<file path="src/rtl/instr_fetch_unit.sv">
// Fetch stage in front of a 1-cycle-latency instruction memory: owns the PC, issues
// one-word reads, and hands each returned word to decode under a valid/ready handshake.
module instr_fetch_unit #(
    parameter logic [31:0] RESET_PC = 32'h0000_0000,
    parameter int          ADDR_W   = 10
) (
    input  logic              clk,
    input  logic              rst,
    input  logic              start,
    input  logic              halt_req,
    input  logic              redirect,
    input  logic [31:0]       redirect_pc,
    input  logic [31:0]       im_out,
    output logic              im_enable,
    output logic              im_read,
    output logic              im_write,
    output logic [31:0]       im_in,
    output logic [ADDR_W-1:0] im_address,
    output logic              instr_valid,
    input  logic              instr_ready,
    output logic [31:0]       instr_out,
    output logic [31:0]       instr_pc,
    output logic [31:0]       fetch_count
);

    localparam logic [1:0] ST_IDLE = 2'd0;
    localparam logic [1:0] ST_RUN  = 2'd1;
    localparam logic [1:0] ST_HALT = 2'd2;

    logic [1:0]  r_state;
    logic [31:0] r_pc;
    logic        r_pend;
    logic [31:0] r_pend_pc;
    logic [31:0] r_fetch_count;

    logic        w_issue;
    logic        w_transfer;
    logic [31:0] w_redirect_pc;

    // A new read is only issued when the slot is free or being drained this cycle,
    // so a stalled word stays on im_out untouched.
    assign w_issue       = (r_state == ST_RUN) & ~halt_req & ~redirect & (~r_pend | instr_ready);
    assign w_transfer    = instr_valid & instr_ready;
    assign w_redirect_pc = {redirect_pc[31:2], 2'b00};

    assign im_enable   = w_issue;
    assign im_read     = w_issue;
    assign im_write    = 1'b0;
    assign im_in       = 32'h0000_0000;
    assign im_address  = r_pc[ADDR_W+1:2];

    assign instr_valid = r_pend & ~redirect;
    assign instr_out   = im_out;
    assign instr_pc    = r_pend_pc;
    assign fetch_count = r_fetch_count;

    // halt_req is tested before start so it wins when both arrive together.
    always_ff @(posedge clk or negedge rst) begin
        if (!rst) begin
            r_state <= ST_IDLE;
        end else begin
            case (r_state)
                ST_IDLE: if (start)    r_state <= ST_RUN;
                ST_RUN:  if (halt_req) r_state <= ST_HALT;
                ST_HALT: if (start)    r_state <= ST_RUN;
                default:               r_state <= ST_IDLE;
            endcase
        end
    end

    always_ff @(posedge clk or negedge rst) begin
        if (!rst) begin
            r_pc      <= RESET_PC;
            r_pend    <= 1'b0;
            r_pend_pc <= RESET_PC;
        end else if (redirect) begin
            r_pc   <= w_redirect_pc;
            r_pend <= 1'b0;
        end else if (w_issue) begin
            r_pend    <= 1'b1;
            r_pend_pc <= r_pc;
            r_pc      <= r_pc + 32'd4;
        end else if (r_pend & instr_ready) begin
            r_pend <= 1'b0;
        end
    end

    always_ff @(posedge clk or negedge rst) begin
        if (!rst) begin
            r_fetch_count <= 32'd0;
        end else if (w_transfer) begin
            r_fetch_count <= r_fetch_count + 32'd1;
        end
    end

endmodule

</file>
<file path="config.mk">
export PLATFORM = sky130hd
export DESIGN_NAME = instr_fetch_unit
export DESIGN_NICKNAME = d
export VERILOG_FILES = /design/src/rtl/instr_fetch_unit.sv
export SDC_FILE = /design/constraint.sdc
export NUM_CORES = 1
export LEC_CHECK = 0
export ABC_AREA = 1
export BUFFER_PORTS_ARGS = -buffer_cell sky130_fd_sc_hd__buf_2
export CAP_MARGIN = 40
export CORE_UTILIZATION = 28
export CTS_CLUSTER_DIAMETER = 120
export CTS_CLUSTER_SIZE = 25
export DETAILED_ROUTE_END_ITERATION = 7
export PLACE_DENSITY = 0.47
export SLEW_MARGIN = 20
export SYNTH_ARGS = -nofsm -noshare
export SYNTH_HDL_FRONTEND = slang
export SYNTH_SLANG_ARGS = --single-unit
</file>
<file path="constraint.sdc">
create_clock -name clk -period 3.1 [get_ports clk]
set_input_delay 0.155 -clock clk [delete_from_list [all_inputs] [get_ports clk]]
set_output_delay 0.155 -clock clk [all_outputs]
set_load 0.03 [all_outputs]
</file>
Word-level counts from Yosys, hierarchy flattened

Index checks and enable logic that the tools add are counted.

Flip-flop bits (word level): 99
Output and inout bits: 142
Word-level logic and storage cells: 35

Add/subtract/negate cells: 2
Equal/unequal tests: 4
Multiplexer cells: 8
Bitwise gates (word level): 10
Reductions and logical operators: 6

Operators with widths:

| kind                                                 | count |
|---|---|
| two-way mux 32 bit                                   | 2 |
| adder 32 x 1 -> 32 bit (second input constant)       | 1 |
| adder 32 x 3 -> 32 bit (second input constant)       | 1 |
| AND 1 bit                                            | 6 |
| two-way mux 2 bit                                    | 2 |
| one-hot mux 2 bit (2 select lines)                   | 1 |
| AND reduction 2 bit                                  | 2 |
| two-way mux 1 bit                                    | 3 |
| NOT 1 bit                                            | 3 |
| nonzero test 3 bit                                   | 1 |
| equality test 2 x 1 -> 1 bit (second input constant) | 1 |
| equality test 2 bit (second input constant)          | 1 |
| zero test 2 bit                                      | 1 |
| != test 2 x 1 -> 1 bit (second input constant)       | 1 |
| != test 2 bit (second input constant)                | 1 |
| nonzero test 2 bit                                   | 1 |
| OR reduction 2 bit                                   | 1 |
| OR 1 bit                                             | 1 |

Longest topological paths before layout

Gate-level depths: netlist of run 1.

Word-level depth: 6
Depth in mapped cells: 10

Worst setup path after synthesis of run 1

Ideal clock, no wire load.

Path type: reg2reg
Start: register r_fetch_count[1], in the netlist fetch_count[1]
End: register r_fetch_count[20], in the netlist fetch_count[20]
Library setup time: 0.122 ns
Data arrival time: 1.495 ns
Path slack: 1.483 ns
Stages on the path, launching flop included: 8
Buffers on the path: 0
Clock period less this slack: 1.617 ns
Path through: dfrtp_1 > ha_1 > nand2_1 > nor2_2 > nand3b_4 > nor2_4 > nand2_1 > xor2_1

Cells in the longest elaborated chain, start to end: 1

RTL lines:

| element                  | RTL line | text |
|---|---|---|
| start: declaration       | 34       | `logic [31:0] r_fetch_count;` |
| start signal: assignment | 92       | `r_fetch_count <= r_fetch_count + 32'd1;` |
| adder 32 x 1 -> 32 bit   | 92       |  |

Every way passes these cells.
A chain may end at the register's enable or synchronous reset.

Worst setup path after layout of run 1

Start: register r_state[1]
End: output port im_read

Cells in the longest elaborated chain, start to end: 4

RTL lines:

| element                      | RTL line | text |
|---|---|---|
| start: declaration           | 30       | `logic [1:0] r_state;` |
| start signal: assignment     | 60       | `r_state <= ST_IDLE;` |
| start signal: assignment     | 63       | `ST_IDLE: if (start) r_state <= ST_RUN;` |
| start signal: assignment     | 64       | `ST_RUN: if (halt_req) r_state <= ST_HALT;` |
| equality test 2 x 1 -> 1 bit | 42       | `assign w_issue = (r_state == ST_RUN) & ~halt_req & ~redirect & (~r_pend \| instr_ready);` |
| AND 1 bit (3 in a row)       | 42       |  |
| end: declaration             | 15       | `output logic im_read,` |

Every way passes these cells.

==> results by group, run 1 <==
Timing
  – Peak Freq: 0.454 GHz
  – RSZ-0062 raised after global routing: no
  – Tmin final: 2200 ps
  – Hold Fails Final Rpt: 0
  – Final Cycle Share: 71.1%
  – Final count of pins violating max slew: 0
  – Setup Viol. Count Final: 0
  – Setup TNS: 0 ps
  – Layout Skew: 13.0 ps
  – Worst slew pin tran: ~680 ps
  – Max transition margin: ~55%
  – Hold WS: around 15 ps
  – Final setup margin: 895 ps

Synth
  – Synth area leaders: dfrtp_1, nand2_1, buf_4, nor2_1, nand3_1
  – Ys Warns: 0
  – Yosys top cell by area: dfrtp_1
  – Post-synth EDFFs: 0
  – Post-Synthesis Cell Area: 0.00595 mm2
  – Register area share after synthesis: between 30 and 40%
  – Post-synth cell types: 39
  – Syn avg cell area: ~7.3 um2
  – Mapped Cells: 820
  – Share of the synthesized area in the top cell type: 40.0%
  – Cell with the most instances after synthesis: nand2_1
  – Ys async rst share: 100%
  – Top cells by count, synth: nand2_1, dfrtp_1, nor2_1
  – #FFs+latches synth: 95
  – Top_reg_cell synth: dfrtp_1

Placement
  – Dpl cell area: 0.00631 mm2
  – Place WS: approximately 1200 ps
  – Post-DP HPWL: 12100 um
  – Final GP Congestion: 0.801
  – I/O Buffers: 110

Critical path
  – Startpoint types: flop
  – Critical Path AT: 2050 ps
  – CP endpoint kind: output port
  – CP Max Fanout: 23
  – Required @ worst endpoint: 2940 ps
  – R2R setup slack: 1190 ps
  – Critical path class: reg -> out

Routing
  – DRC errors left: 0
  – Via/cell ratio: 4.29
  – Drt total wl: about 16000 um
  – DR pass1 iterations: 4
  – Routed via count: 4985
  – Wire length per cell: ~14 um
  – Initial DRC count: 228
  – Final antenna-violating net count: 0

Power
  – PwrDens: between 600 and 700 mW/mm2
  – Pleak: 3.33 nW
  – Peak supply drop: about 0.25 mV

Global routing
  – GRT Total Usage: 15.3%
  – Antenna violations before repair: 1
  – Grt ovf: 0
  – Pin count of the biggest net entering global routing: 48
  – First-pass GRT wire length: approximately 26000 um
  – Vias in the first global route: 4811

Clock tree
  – Clock sinks: 95
  – Worst-Skew Late Latency: 350 ps
  – Clock-pin slew on the worst setup and hold paths: 70 ps
  – Root buffer cell: clkbuf_16
  – CTS buffer count: 9
  – CTS max path bufs: 2
  – H-tree depth: 3
  – CTS tree: yes

Floorplanning
  – Die H: 148 um
  – Die Span X: 148 um
  – Core box area: 0.0205 mm2
  – Total die area: 0.0218 mm2
  – Initial cell density of the core: 29.0%
  – I/O pins: 212
  – Row cnt: 52

Final layout
  – Share of layout cells above drive strength 1: a little under a fifth
  – Nets: 958
  – # fillers: 2249
  – Post-Route Utilization: 32.3%
  – Area of the multi-input gates: 0.00275 mm2
  – Area Growth Syn to Fin: 11.2%
  – Seq. cell area: between 0.002 and 0.0025 mm2
  – Final non-filler cell area: 0.00661 mm2

Job
  – Max-cap violation count: 0

Worst hold path
  – Hold Path Class: in -> reg

Status
  – Status: finished clean
## kinds of logic (layout without fill, tap and decap cells)
family / count (synthesis) / count (layout) / synth area share, %
other: 1 / 36 / 0.0631
XOR/XNOR: 27 / 27 / 3.98
flip-flops: 95 / 95 / 40.0
AO/OA/AOI/OAI: 64 / 64 / 5.83
buffers and inverters: 164 / 201 / 16.0
adder cells (fa/ha/maj): 2 / 2 / 0.421
AND/OR/NAND/NOR: 467 / 467 / 33.7
## state kept, by name, indices dropped and copies added (netlist names)
| signal | flops |
|---|---|
| instr_pc | 30 |
| r_pc | 30 |
| fetch_count | 32 |
| r_pend | 1 |
| r_state | 2 |
## cell type report
cell class / instances / share of cell area, %
diodes: 1 / 0.0378
clock buffers: 11 / 3.67
clock inverters: 5 / 0.587
inverters: 68 / 3.90
multi-input cells: 595 / 41.5
flip-flops and latches: 95 / 36.0
well taps: 270 / 5.11
repair buffers: 117 / 9.23
## stage by stage
stage,total power [W],cells
finish,0.00441,1162
detailed placement,0.00336,1143
global route,0.00471,1162
global placement,0.00335,1143
CTS,0.00447,1161
floorplan,0.00299,854
## worst paths after layout
kind | from | cells after the start | endpoint
max | r_state[1]$_DFFE_PN0P_ | 6 | im_read
min | redirect_pc[21] | 3 | r_pc[21]$_DFFE_PN0P_
max reg2reg | r_state[1]$_DFFE_PN0P_ | 9 | r_pc[2]$_DFFE_PN0P_
min reg2reg | instr_pc[2]$_DFFE_PN0P_ | 2 | instr_pc[2]$_DFFE_PN0P_
max in group asynchronous | rst | 3 | r_state[1]$_DFFE_PN0P_
min in group asynchronous | rst | 2 | instr_pc[9]$_DFFE_PN0P_
## where the power goes
part	switching, W	leakage [nW]	internal, W	total (W)
Sequential	0.000270	1.18	0.00154	0.00181
Clock	0.000511	0.137	0.000573	0.00108
Combinational	0.00109	2.01	0.000415	0.00151
## repair_timing
action / CTS / global route
setup buffers: 0 / 0
setup endpoints to repair: 0 / 0
hold endpoints to repair: 46 / 0
resized for setup: 0 / 0
hold buffers: 2 / 0
## layer usage
layer / vias up / part of all wire (%) / wire, um / GRT usage [%]
met1: 2261 / 49 / 7800 / 21.1
li1: 2588 / - / - / -
met2: 126 / 46 / 7380 / 24.7
met5: - / 0 / 0 / 0
met4: 0 / 0.86 / 137 / 3.04
met3: 10 / 4.1 / 657 / 3.21
## critical path, stage by stage, from the launching register on
cell	delay, ps
dfrtp_1	360
inv_1	120
nand3_2	120
nor2_4	200
nand2_2	300
inv_4	330
buf_2	260
## cell usage in the layout (no fill, tap or decap), types with 2 or more instances in the layout
cell type,n
dlygate4sd3_1,2
buf_4,6
xnor2_1,3
conb_1,35
nor2_2,10
nor2_4,8
ha_1,2
nor2_1,94
a21oi_1,14
nand4_1,5
o221ai_1,2
o21ai_1,16
nand3b_1,6
buf_2,109
nand3_2,2
o21ai_0,26
nor4_1,2
dfrtp_1,95
xor2_1,24
inv_1,61
nor3_1,2
nand2_2,4
nand3_1,50
nand2_1,280
inv_2,5
inv_6,2
clkbuf_16,9
(Power assumes the default switching activity.)
==> run 2, diff against run 1 <==
==> constraint.sdc (replaced) <==
create_clock -name clk -period 2.1 [get_ports clk]
set_input_delay 0.105 -clock clk [delete_from_list [all_inputs] [get_ports clk]]
set_output_delay 0.105 -clock clk [all_outputs]
set_load 0.03 [all_outputs]
==> run 2 against run 1 <==
Against the previous run:
- combinational power increased by 52%
- first-iteration DRC count is 15% lower
- sequential share of layout area down 0.98 points
- critical endpoint unchanged
==> results by group, run 2 (synthesis gave the netlist of run 1 again) <==
Global routing
  – First-pass GRT wire length: ~26000 um
  – Vias in the first global route: 4816
  – Grt ovf: 0
  – GRT Total Usage: 15.5%
  – Antenna violations before repair: 0
  – Pin count of the biggest net entering global routing: 36

Clock tree
  – Worst-Skew Late Latency: approximately 350 ps
  – CTS max path bufs: 2
  – Postcts setup bufs: 0
  – CTS tree: yes
  – CTS buffer count: 9
  – Root buffer cell: clkbuf_16
  – Clock-pin slew on the worst setup and hold paths: roughly 60 ps
  – H-tree depth: 3
  – Clock sinks: 95

Final layout
  – Most common cell after layout, fill and taps aside: nand2_1
  – Diode count: 0
  – Area Growth Syn to Fin: 14.3%
  – Share of layout cells above drive strength 1: 19.0%
  – Post-Route Utilization: 33.2%
  – Max reg flops: 32
  – Nets: 973
  – Most frequent cells in the layout: nand2_1, buf_2, dfrtp_1

Timing
  – RSZ-0062 raised after global routing: no
  – Hold Fails Final Rpt: 0
  – Tmin final: 1900 ps
  – Setup Viol. Count Final: 0
  – Peak Freq: 0.525 GHz
  – Layout Skew: ~11 ps
  – Setup TNS: 0 ps
  – Final count of pins violating max slew: 0
  – Final Cycle Share: 90.7%

Critical path
  – FF-to-FF Start: r_pc[3]$_DFFE_PN0P_
  – Critical Path AT: 1800 ps
  – Reg-to-reg endpoint: r_pc[16]$_DFFE_PN0P_
  – Slowest cell on crit path: dfrtp_1
  – Startpoint types: flop
  – CP endpoint kind: output port
  – CP Max Fanout: 23
  – Cell depth of the worst flop-to-flop path: 7
  – Required @ worst endpoint: 2000 ps
  – Critical path class: reg -> out
  – Delay of the slowest cell on the worst path: between 300 and 400 ps
  – Crit-path cells: inv_1 -> nand3_2 -> nor2_4 -> nand2_2 -> inv_6 -> buf_2
  – R2R setup slack: 440 ps

Routing
  – Routed via count: 5059
  – Via/cell ratio: 4.30
  – Wire length per cell: 13.8 um
  – Drt total wl: 16200 um
  – Initial DRC count: 194
  – Final antenna-violating net count: 0
  – DRC errors left: 0
  – DR pass1 iterations: 4

Floorplanning
  – Die H: 148 um
  – Die Span X: 148 um
  – Total die area: 0.0218 mm2
  – Row cnt: 52
  – Core box area: 0.0205 mm2
  – I/O pins: 212
  – Initial cell density of the core: 29.0%

Power
  – Pint: 0.00377 W
  – PwrDens: 964 mW/mm2
  – Pleak: about 3.4 nW
  – Peak supply drop: 0.475 mV
  – Sw Ratio: between 40 and 50%
  – Comb power frac: between 30% and 40%
  – Final Power: 0.00656 W
  – Net Switching: 0.00279 W
  – Sequential power share: around two fifths
  – Clock power frac: 24.3%

Job
  – Max-cap violation count: 0

Worst hold path
  – Hold Path Class: in -> reg
  – Hold depth: 3
  – Hold worst-path end: r_state[1]$_DFFE_PN0P_
  – Hold Crit Start: halt_req

Placement
  – I/O Buffers: 110
  – Final GP Congestion: 0.802
  – Post-DP HPWL: 12400 um

Status
  – Status: finished clean
run 2: cell count changes in the layout (fill, tap and decap cells not counted):
cell and change:
clkinvlp_4 +1, inv_6 +1, buf_4 +2, clkinv_2 +1, buf_12 +4, diode_2 -1
dlygate4sd3_1 +9, clkbuf_1 -1, inv_4 -1, clkinv_4 -1
run 2: worst max-delay path, delay by kind of cell (launching register included):
family	cells	cell delay, ps
AND/OR/NAND/NOR	3	470
buffers and inverters	3	620
flip-flops	1	360
run 2: final cells by class:
| class | count | area [um2] |
|---|---|---|
| Clock buffer | 10 | 239 |
| Clock inverter | 6 | 42.5 |
| Fill cell | 2259 | 13700 |
| Inverter | 68 | 260 |
| Multi-Input combinational cell | 595 | 2750 |
| Sequential cell | 95 | 2380 |
| Tap cell | 270 | 338 |
| Timing Repair Buffer | 132 | 796 |
run 2: timing repair:
action | CTS | global route
hold buffers | 11 | 0
setup endpoints to repair | 0 | 2
gates resized for setup | 0 | 1
hold endpoints to repair | 37 | 0
run 2: power groups by stage:
| stage | Clock, W | Combinational (W) | Sequential, W |
|---|---|---|---|
| after CTS | 0.00165 | 0.00232 | 0.00268 |
| after floorplan | 0 | 0.00109 | 0.00332 |
| after global routing | 0.00173 | 0.00251 | 0.00275 |
| after global placement | 0 | 0.00229 | 0.00271 |
| final | 0.00159 | 0.00229 | 0.00267 |
| after detailed placement | 0 | 0.00229 | 0.00271 |
run 2: routing by layer:
| metal | up-vias | wire [um] | track usage [%] |
|---|---|---|---|
| met4 | 0 | 146 | 3.66 |
| met5 | - | 0 | 0 |
| met1 | 2311 | 7950 | 21.6 |
| met3 | 14 | 724 | 2.69 |
| li1 | 2611 | - | - |
| met2 | 123 | 7430 | 24.8 |
run 2: how the worst max path moves through the flow:
stage               cells after the start  slack [ps]                        from                           to
floorplan                               7         480  fetch_count[1]$_DFFE_PN0P_  fetch_count[20]$_DFFE_PN0P_
global placement                        6         460      r_state[1]$_DFFE_PN0P_                      im_read
detailed placement                      7         450         r_pc[3]$_DFFE_PN0P_         r_pc[16]$_DFFE_PN0P_
CTS                                     6          70      r_state[1]$_DFFE_PN0P_                      im_read
global route                            6          20      r_state[1]$_DFFE_PN0P_                      im_read
finish                                  6         200      r_state[1]$_DFFE_PN0P_                      im_read
run 2: per-stage QoR:
stage	hold slack, ps	cell area, um2	std cells	worst slack (ps)
2_1_floorplan	-191	6070	854	483
3_3_place_gp	85.9	6400	1149	460
3_5_place_dp	86.1	6400	1149	450
4_1_cts	5.07	6800	1176	70.9
5_1_grt	33.1	6800	1176	21.1
6_report	18.1	6800	1176	195
